$ cat config.mk
export PLATFORM = sky130hd
export DESIGN_NAME = countdown_timer
export DESIGN_NICKNAME = d
export VERILOG_FILES = /design/src/rtl/countdown_timer.sv
export SDC_FILE = /design/constraint.sdc
export NUM_CORES = 1
export LEC_CHECK = 0
export BUFFER_PORTS_ARGS = -buffer_cell sky130_fd_sc_hd__buf_2
export CAP_MARGIN = 20
export CORE_MARGIN = 3
export CORE_UTILIZATION = 35
export CTS_CLUSTER_SIZE = 12
export DETAILED_ROUTE_END_ITERATION = 10
export PLACE_DENSITY_LB_ADDON = 0.1
export SYNTH_ARGS = -nofsm -noshare
export SYNTH_HDL_FRONTEND = slang
export SYNTH_SLANG_ARGS = --single-unit
$ cat constraint.sdc
create_clock -name clock -period 2.05 [get_ports clock]
set_input_delay 0.41 -clock clock [delete_from_list [all_inputs] [get_ports clock]]
set_output_delay 0.41 -clock clock [all_outputs]
set_load 0.1 [all_outputs]
$ cat src/rtl/countdown_timer.sv
`default_nettype none
// ============================================================================
// Module   : countdown_timer
// Purpose  : 4-bit loadable down-counter with IDLE/RUN/DONE control, pause,
//            registered busy level and a one-cycle done pulse on expiry.
//            Optional auto-reload/stop behaviour is enabled by defining the
//            macro COUNTDOWN_AUTO_RELOAD_EN.
// Revision : 1.0 - initial release
// ============================================================================
module countdown_timer (
   input  logic       clock,
   input  logic       clear,
   input  logic       load,
   input  logic [3:0] din,
   input  logic       start,
   input  logic       pause,
   output logic [3:0] Q,
   output logic       busy,
   output logic       done
);

`ifdef COUNTDOWN_AUTO_RELOAD_EN
   localparam logic c_AUTO_RELOAD = 1'b1;
`else
   localparam logic c_AUTO_RELOAD = 1'b0;
`endif

   typedef enum logic [1:0] {
      S_IDLE = 2'd0,
      S_RUN  = 2'd1,
      S_DONE = 2'd2
   } state_t;

   state_t     r_state;
   logic [3:0] r_q;
   logic [3:0] r_rld;
   logic       r_busy;
   logic       r_done;

   // Value a start request counts from: a same-cycle load wins over Q.
   logic [3:0] w_eff;
   // Reload is only active with the feature built in and a non-zero reload.
   logic       w_reload;

   assign w_eff    = load ? din : r_q;
   assign w_reload = c_AUTO_RELOAD && (r_rld != 4'd0);

   assign Q    = r_q;
   assign busy = r_busy;
   assign done = r_done;

   // Control FSM with count, reload value and registered status outputs.
   always_ff @(posedge clock) begin
      if (clear) begin
         r_state <= S_IDLE;
         r_q     <= 4'd0;
         r_rld   <= 4'd0;
         r_busy  <= 1'b0;
         r_done  <= 1'b0;
      end else begin
         r_done <= 1'b0;
         case (r_state)
            // DONE lasts a single cycle and otherwise behaves like IDLE.
            S_IDLE, S_DONE: begin
               r_state <= S_IDLE;
               r_busy  <= 1'b0;
               if (load) begin
                  r_q   <= din;
                  r_rld <= din;
               end
               if (start) begin
                  if (w_eff != 4'd0) begin
                     r_state <= S_RUN;
                     r_busy  <= 1'b1;
                  end else begin
                     r_state <= S_DONE;
                     r_done  <= 1'b1;
                  end
               end
            end
            S_RUN: begin
               if (c_AUTO_RELOAD && start) begin
                  // Stop request: leave the count where it is, no pulse.
                  r_state <= S_IDLE;
                  r_busy  <= 1'b0;
               end else if (!pause) begin
                  if ((r_q == 4'd0) && w_reload) begin
                     r_q <= r_rld;
                  end else if (r_q <= 4'd1) begin
                     // Expiry; Q==0 here only occurs defensively, never wraps.
                     r_q    <= 4'd0;
                     r_done <= 1'b1;
                     if (!w_reload) begin
                        r_state <= S_DONE;
                        r_busy  <= 1'b0;
                     end
                  end else begin
                     r_q <= r_q - 4'd1;
                  end
               end
            end
            default: begin
               r_state <= S_IDLE;
               r_busy  <= 1'b0;
            end
         endcase
      end
   end

endmodule
`default_nettype wire
# Word-level counts from Yosys, hierarchy flattened
# Index checks and enable logic that the tools add are counted.
classes:
  mux: 19
  add_sub_neg: 1
  reduce_logical: 6
  n_eq_ne: 4
  order_cmp: 1
op_table:
  columns: ["op", "count"]
  rows:
  - ["4-bit two-way mux", 3]
  - ["1-bit two-way mux", 8]
  - ["2-bit two-way mux", 4]
  - ["4-bit case mux with 2 select lines", 1]
  - ["4-bit by 1-bit <= comparator with 1-bit output, second input constant", 1]
  - ["2-bit != test, second input constant", 2]
  - ["1-bit case mux with 2 select lines", 2]
  - ["2-bit case mux with 2 select lines", 1]
  - ["2-bit AND reduction", 2]
  - ["4-bit nonzero test", 1]
  - ["4-bit by 1-bit subtractor with 4-bit output, second input constant", 1]
  - ["2-bit by 1-bit equality test with 1-bit output, second input constant", 1]
  - ["2-bit equality test, second input constant", 1]
  - ["2-bit zero test", 1]
  - ["2-bit nonzero test", 1]
  - ["2-bit OR reduction", 1]
word_totals:
  wordCells: 35
  register_bits: 8

# Longest topological paths before layout
# Gate-level depths: netlist (run 1).
logic_depth:
  ltp_word: 5
  ltp_mapped: 5
  depth_no_buf: 5

# Least setup slack after synthesis (run 1)
# Ideal clock, no wire load.
synth_timing:
  path_kind: "reg-to-reg"
  startpoint: "register r_q[0], in the netlist Q[0]"
  endpoint: "register r_q[3], in the netlist Q[3]"
  arrival_time_ps: 2192
  required_time_ps: 1986
  stages_incl_launch_ff: 6
  slack_ps: -206
  setup_ps: 64
  path_cell_list: "dfxtp_1 -> inv_1 -> ha_1 -> or4b_1 -> o22ai_1 -> a32o_1"
synth_between:
  elab_chain_len: 4
synth_lines:
  columns: ["element", "line_no", "source"]
  rows:
  - ["start: declaration", "35", "logic [3:0] r_q;"]
  - ["start signal: assignment", "68", "r_q <= din;"]
  - ["start signal: assignment", "88", "r_q <= r_rld;"]
  - ["start signal: assignment", "98", "r_q <= r_q - 4'd1;"]
  - ["4-bit by 1-bit subtractor with 4-bit output or 4-bit by 1-bit <= comparator with 1-bit output (tied branches)", "98, 89", null]
  - ["4-bit two-way mux *", "89", "end else if (r_q <= 4'd1) begin"]
  - ["4-bit two-way mux *", "86", "end else if (!pause) begin"]
  - ["4-bit case mux with 2 select lines *", "62", "case (r_state)"]
# Mark *: on every way between the ends. The rest lies on a longest branch, timed or not. The select of a mux whose other input is x is not followed.
# A chain may end at the register's enable or synchronous reset.

# Worst setup path after layout (run 1)
layout_timing:
  startpoint: "register r_q[3], in the netlist Q[3]"
  endpoint: "output Q[3]"
layout_lines:
  columns: ["element", "line_no", "source"]
  rows:
  - ["end: declaration", "17", "output logic [3:0] Q,"]
# No word-level cell between the ends.

==> results of run 1 <==
[cells by family after synthesis]
| logic type | count (synthesis) |
|---|---|
| buffers and inverters | 6 |
| AOI/OAI and AO/OA | 18 |
| DFF | 8 |
| muxes | 3 |
| adders and majority gates | 2 |
| and+or+nand+nor | 19 |
[per-layer routing]
metal / global-route usage / vias to the layer above / part of all wire
met1: 0.196 / 231 / 0.46
met2: 0.178 / 19 / 0.44
li1: - / 255 / -
met3: 0.0732 / 2 / 0.091
met5: 0 / - / 0
met4: 0.0361 / 0 / 0.0073
[cell type report]
| type | count | area [um2] |
|---|---|---|
| fillers | 128 | 731 |
| multi-input cells | 42 | 330 |
| flip-flops and latches | 8 | 163 |
| repair buffers | 14 | 70.1 |
| clock buffers | 3 | 22.5 |
| well taps | 15 | 18.8 |
| inverters | 4 | 15.0 |
[per-stage QoR]
stage / power (uW) / utilization / instances / setup slack, ps
floorplan: 415 / - / 56 / 171
global placement: 464 / 0.442 / 83 / 496
detailed placement: 462 / 0.442 / 83 / 502
CTS: 585 / 0.459 / 86 / 418
global route: 612 / 0.459 / 86 / 346
finish: 579 / 0.459 / 86 / 420
[cells in the final DEF (no fill, tap or decap), types with 2 or more instances in the layout]
| cell | netlist | final |
|---|---|---|
| a22o_2 | 2 | 2 |
| buf_2 | 1 | 14 |
| clkbuf_4 | 0 | 3 |
| dfxtp_1 | 8 | 6 |
| dfxtp_2 | 0 | 2 |
| ha_1 | 2 | 2 |
| inv_1 | 4 | 4 |
| mux2i_1 | 3 | 3 |
| nand2_1 | 2 | 2 |
| nor2_1 | 3 | 3 |
| nor3b_1 | 3 | 3 |
| o21ai_0 | 2 | 2 |
| or2_2 | 2 | 2 |
[sequential cells by signal (all words and copies together), names as in the netlist]
name,flops
Q,4
busy,1
done,1
r_state,2
[power groups by stage]
stage / sequential (uW) / combinational (uW) / clock (uW)
after global routing: 216 / 265 / 131
after CTS: 210 / 250 / 125
final: 211 / 249 / 119
after global placement: 214 / 251 / 0
after detailed placement: 213 / 249 / 0
after floorplan: 305 / 110 / 0
[worst max-delay path by stage]
stage,end,slack (ps),depth (start not counted)
2_1_floorplan,Q[3],170,5
3_3_place_gp,busy,500,4
3_5_place_dp,busy,500,4
4_1_cts,Q[3],420,1
5_1_grt,Q[3],350,1
6_report,Q[3],420,1
==> results.yml, run 1 <==
power:
  pwr-share-clk: 0.206
  internal_power_uw: 318
  vdd_ir_drop_max_mv: 0.418
  p_sw_frac: 0.450
  power.leakage_uw: 0.000262
  p_seq_frac: 0.364
  p_comb_frac: 0.431
  p_per_area_nw_per_um2: 935
  p_sw_uw: 261
worst_setup_path:
  timing.rr.start: "Q[0]"
  path_cells: "buf_2"
  cp.buffers_inverters: 1
  worst-path-max-fanout: 9
  timing.rr.end: "Q[3]"
  rrSetupSlack_ps: 530
  critPathTopFamily: "buffers and inverters"
  worstSetupPathType: "flip-flop to output port"
  cp_slowest_cell: "buf_2"
  required_ps: 1640
  start_kind: "flip-flop"
  worstSetupStartpoint: "Q[3]"
  critPathArrivalTime_ps: 1220
  ff2ff_path_depth: 5
  cpPeakStageDelay_ps: 490
  end_kind: "output port"
yosys:
  synth_top_area_frac: 0.309
  synth_cells: 56
  ys_types: 35
  synth_warnings: 0
  synthSimpleGateAreaFrac: 0.242
  async_reset_ff_frac: 0
  synthAdderAreaFrac: 0.0483
  synth_xor_area_frac: 0
  synth_top_family_by_area: "compound AO/OA/AOI/OAI gates"
  synth_seq_cells: 8
  synth_seq_area_share: 0.309
  synth_largest_area_cell: "dfxtp_1"
  muxShareOfSynthArea: 0.0580
  ys_top_cells_by_area: "dfxtp_1 31%, mux2i_1 5.8%, ha_1 4.8%"
  synth_most_common_cell: "dfxtp_1"
  syn_avg_cell_area_um2: 9.25
  synth_area_um2: 518
  syn-num-nets: 67
  synthTopCellsByCount: "8 x dfxtp_1, 4 x inv_1, 3 x mux2i_1, 3 x nor2_1, 3 x nor3b_1"
  synth_flop_cell: "dfxtp_1"
  synth_edf_count: 0
  synth_compound_area_frac: 0.290
worst_hold_path:
  whs_path_depth: 2
  hp-class: "input port to flip-flop"
  min_to: "Q[2]"
  holdCritStartpoint: "clear"
clocking:
  path_clk_slew_ps: 50
  post_cts_buffers: 0
  cts_buffers: 3
  cts_sinks: 8
  cts_buffer_depth: 2
  clk_latency_ps: 250
  ctsResizeCount: 0
  clockRootBuffer: "clkbuf_4"
  cts_tree: "built"
  cts_hold_buf: 0
  h-tree-depth: 1
outcome:
  status: "finished clean"
cells_and_area:
  final_nets: 84
  syn_to_final_growth_pct: 19.6
  fin_area_um2: 619
  diodes: 0
  drive_above_1_share: 0.380
place:
  place_congestion: 0.731
  dp_hpwl_um: 936
  port_buffers: 14
  dpl-instance-area_um2: 597
floorplan:
  fp.dieH_um: 44.5
  start_util: 0.384
  die_area_um2: 1980
  std_cell_rows: 13
  die_w_um: 44.5
  io-pin-count: 15
  core-area_um2: 1350
global_route:
  grt_pass1_wl_um: 1940
  grt_pass1_vias: 441
  antenna_found_initial: 0
  grt.overflow.total: 0
  track_usage: 0.138
  grt_max_degree: 15
timing:
  rsz0062_at_grt: "no"
  min_period_ps: 1630
  hold_viol: 0
  tightest_slew_ps: 491
  skew_ps: 2.68
  setup_viol: 0
  max_freq_mhz: 614
  maxSlewViolCount: 0
  final.setup.tns_ps: 0
  fin_crit_sh: 0.795
  slew_headroom: 0.669
  hold_slack_ps: 454
routing:
  drt.antenna.violating_nets: 0
  wl_per_cell_um: 14.3
  via_per_inst: 5.90
  first_pass_iters: 4
  drt_first_iter_violations: 13
  post-route-drc-count: 0
  vias: 507
  finalWirelength_um: 1230
run:
  drv_cap: 0
(Power assumes the default switching activity.)
==> inputs of run 2 (changes only) <==
==> constraint.sdc (replaced) <==
create_clock -name clock -period 1.6 [get_ports clock]
set_input_delay 0.32 -clock clock [delete_from_list [all_inputs] [get_ports clock]]
set_output_delay 0.32 -clock clock [all_outputs]
set_load 0.1 [all_outputs]
==> results.yml, run 2 (same netlist as run 1, synthesis figures left out) <==
worst_setup_path:
  required_ps: 1810
  critPathArrivalTime_ps: 1730
  cp_slowest_cell: "or4b_1"
  cpPeakStageDelay_ps: 500
  start_kind: "flip-flop"
  worst-path-max-fanout: 6
  worstSetupPathType: "flip-flop to flip-flop"
  critPathTopFamily: "simple AND/OR/NAND/NOR gates"
  cp.buffers_inverters: 1
  end_kind: "flip-flop"
  path_cells: "inv_1 > ha_1 > or4b_1 > o22ai_1 > a32o_1"
routing:
  via_per_inst: 5.95
  vias: 524
  finalWirelength_um: 1230
  drt_first_iter_violations: 23
  first_pass_iters: 4
  wl_per_cell_um: 13.9
  post-route-drc-count: 0
  drt.antenna.violating_nets: 0
power:
  finalPower_uw: 768
  vdd_ir_drop_max_mv: 0.417
  power.leakage_uw: 0.000269
  p_per_area_nw_per_um2: 1200
clocking:
  clk_latency_ps: 270
  cts_tree: "built"
  ctsResizeCount: 0
  path_clk_slew_ps: 70
  cts_buffers: 3
  cts_sinks: 8
  cts_buffer_depth: 2
  h-tree-depth: 1
  clockRootBuffer: "clkbuf_4"
  post_cts_buffers: 0
  cts_hold_buf: 0
global_route:
  antenna_found_initial: 0
  grt_pass1_wl_um: 1950
  grt_pass1_vias: 417
  grt_max_degree: 15
  track_usage: 0.135
  grt.overflow.total: 0
timing:
  min_period_ps: 1510
  max_freq_mhz: 661
  maxSlewViolCount: 0
  tightest_slew_ps: 487
  rsz0062_at_grt: "no"
  fin_crit_sh: 0.946
  hold_viol: 0
  setup_ws_ps: 86.3
  setup_viol: 0
  skew_ps: 15.7
  slew_headroom: 0.677
cells_and_area:
  final_common_cell: "buf_2"
  final_core_util: 0.473
  mostFrequentLayoutCells: "14 x buf_2, 4 x inv_1, 4 x dfxtp_1"
  fin_area_um2: 638
  largest_reg_flops: 4
  final_nets: 85
  diodes: 0
  syn_to_final_growth_pct: 23.2
  drive_above_1_share: 0.411
floorplan:
  die_w_um: 44.5
  io-pin-count: 15
  start_util: 0.384
  fp.dieH_um: 44.5
  std_cell_rows: 13
  core-area_um2: 1350
  die_area_um2: 1980
place:
  place_ws_ps: 107
  port_buffers: 14
  place_congestion: 0.810
  dpl-instance-area_um2: 612
  dp_hpwl_um: 941
run:
  drv_cap: 0
outcome:
  status: "finished clean"
worst_hold_path:
  hp-class: "input port to flip-flop"
## run 2: final timing paths
kind	startpoint	endpoint	slack [ps]	cells past startpoint
max	Q[0]	Q[3]	90	5
min	clear	Q[1]	310	2
max reg2reg	Q[0]	Q[3]	90	5
min reg2reg	busy	busy	460	2
## run 2: metal layers
metal	up-vias	share of wire	global-route usage
met1	238	0.47	0.189
met2	27	0.41	0.178
met5	-	0	0
li1	257	-	-
met4	0	0.022	0.0723
met3	2	0.098	0.0447
## run 2: layout make-up
type	instances	area [um2]
Fill cell	140	712
Multi-Input combinational cell	42	330
Sequential cell	8	170
Timing Repair Buffer	15	77.6
Clock buffer	4	26.3
Tap cell	15	18.8
Inverter	4	15.0
## run 2: power breakdown
group          total (uW)  switching [uW]  internal (uW)
registers             271            42.3            229
clock network         175            78.9           95.9
logic                 322             225           97.0
total                 768             346            422
## run 2: metrics by stage
step	setup TNS, ps	hold WS, ps	cells
after floorplan	-96.6	382	56
after global placement	0	454	84
after detailed placement	0	462	84
after CTS	0	310	88
after global routing	0	317	88
final	0	313	88
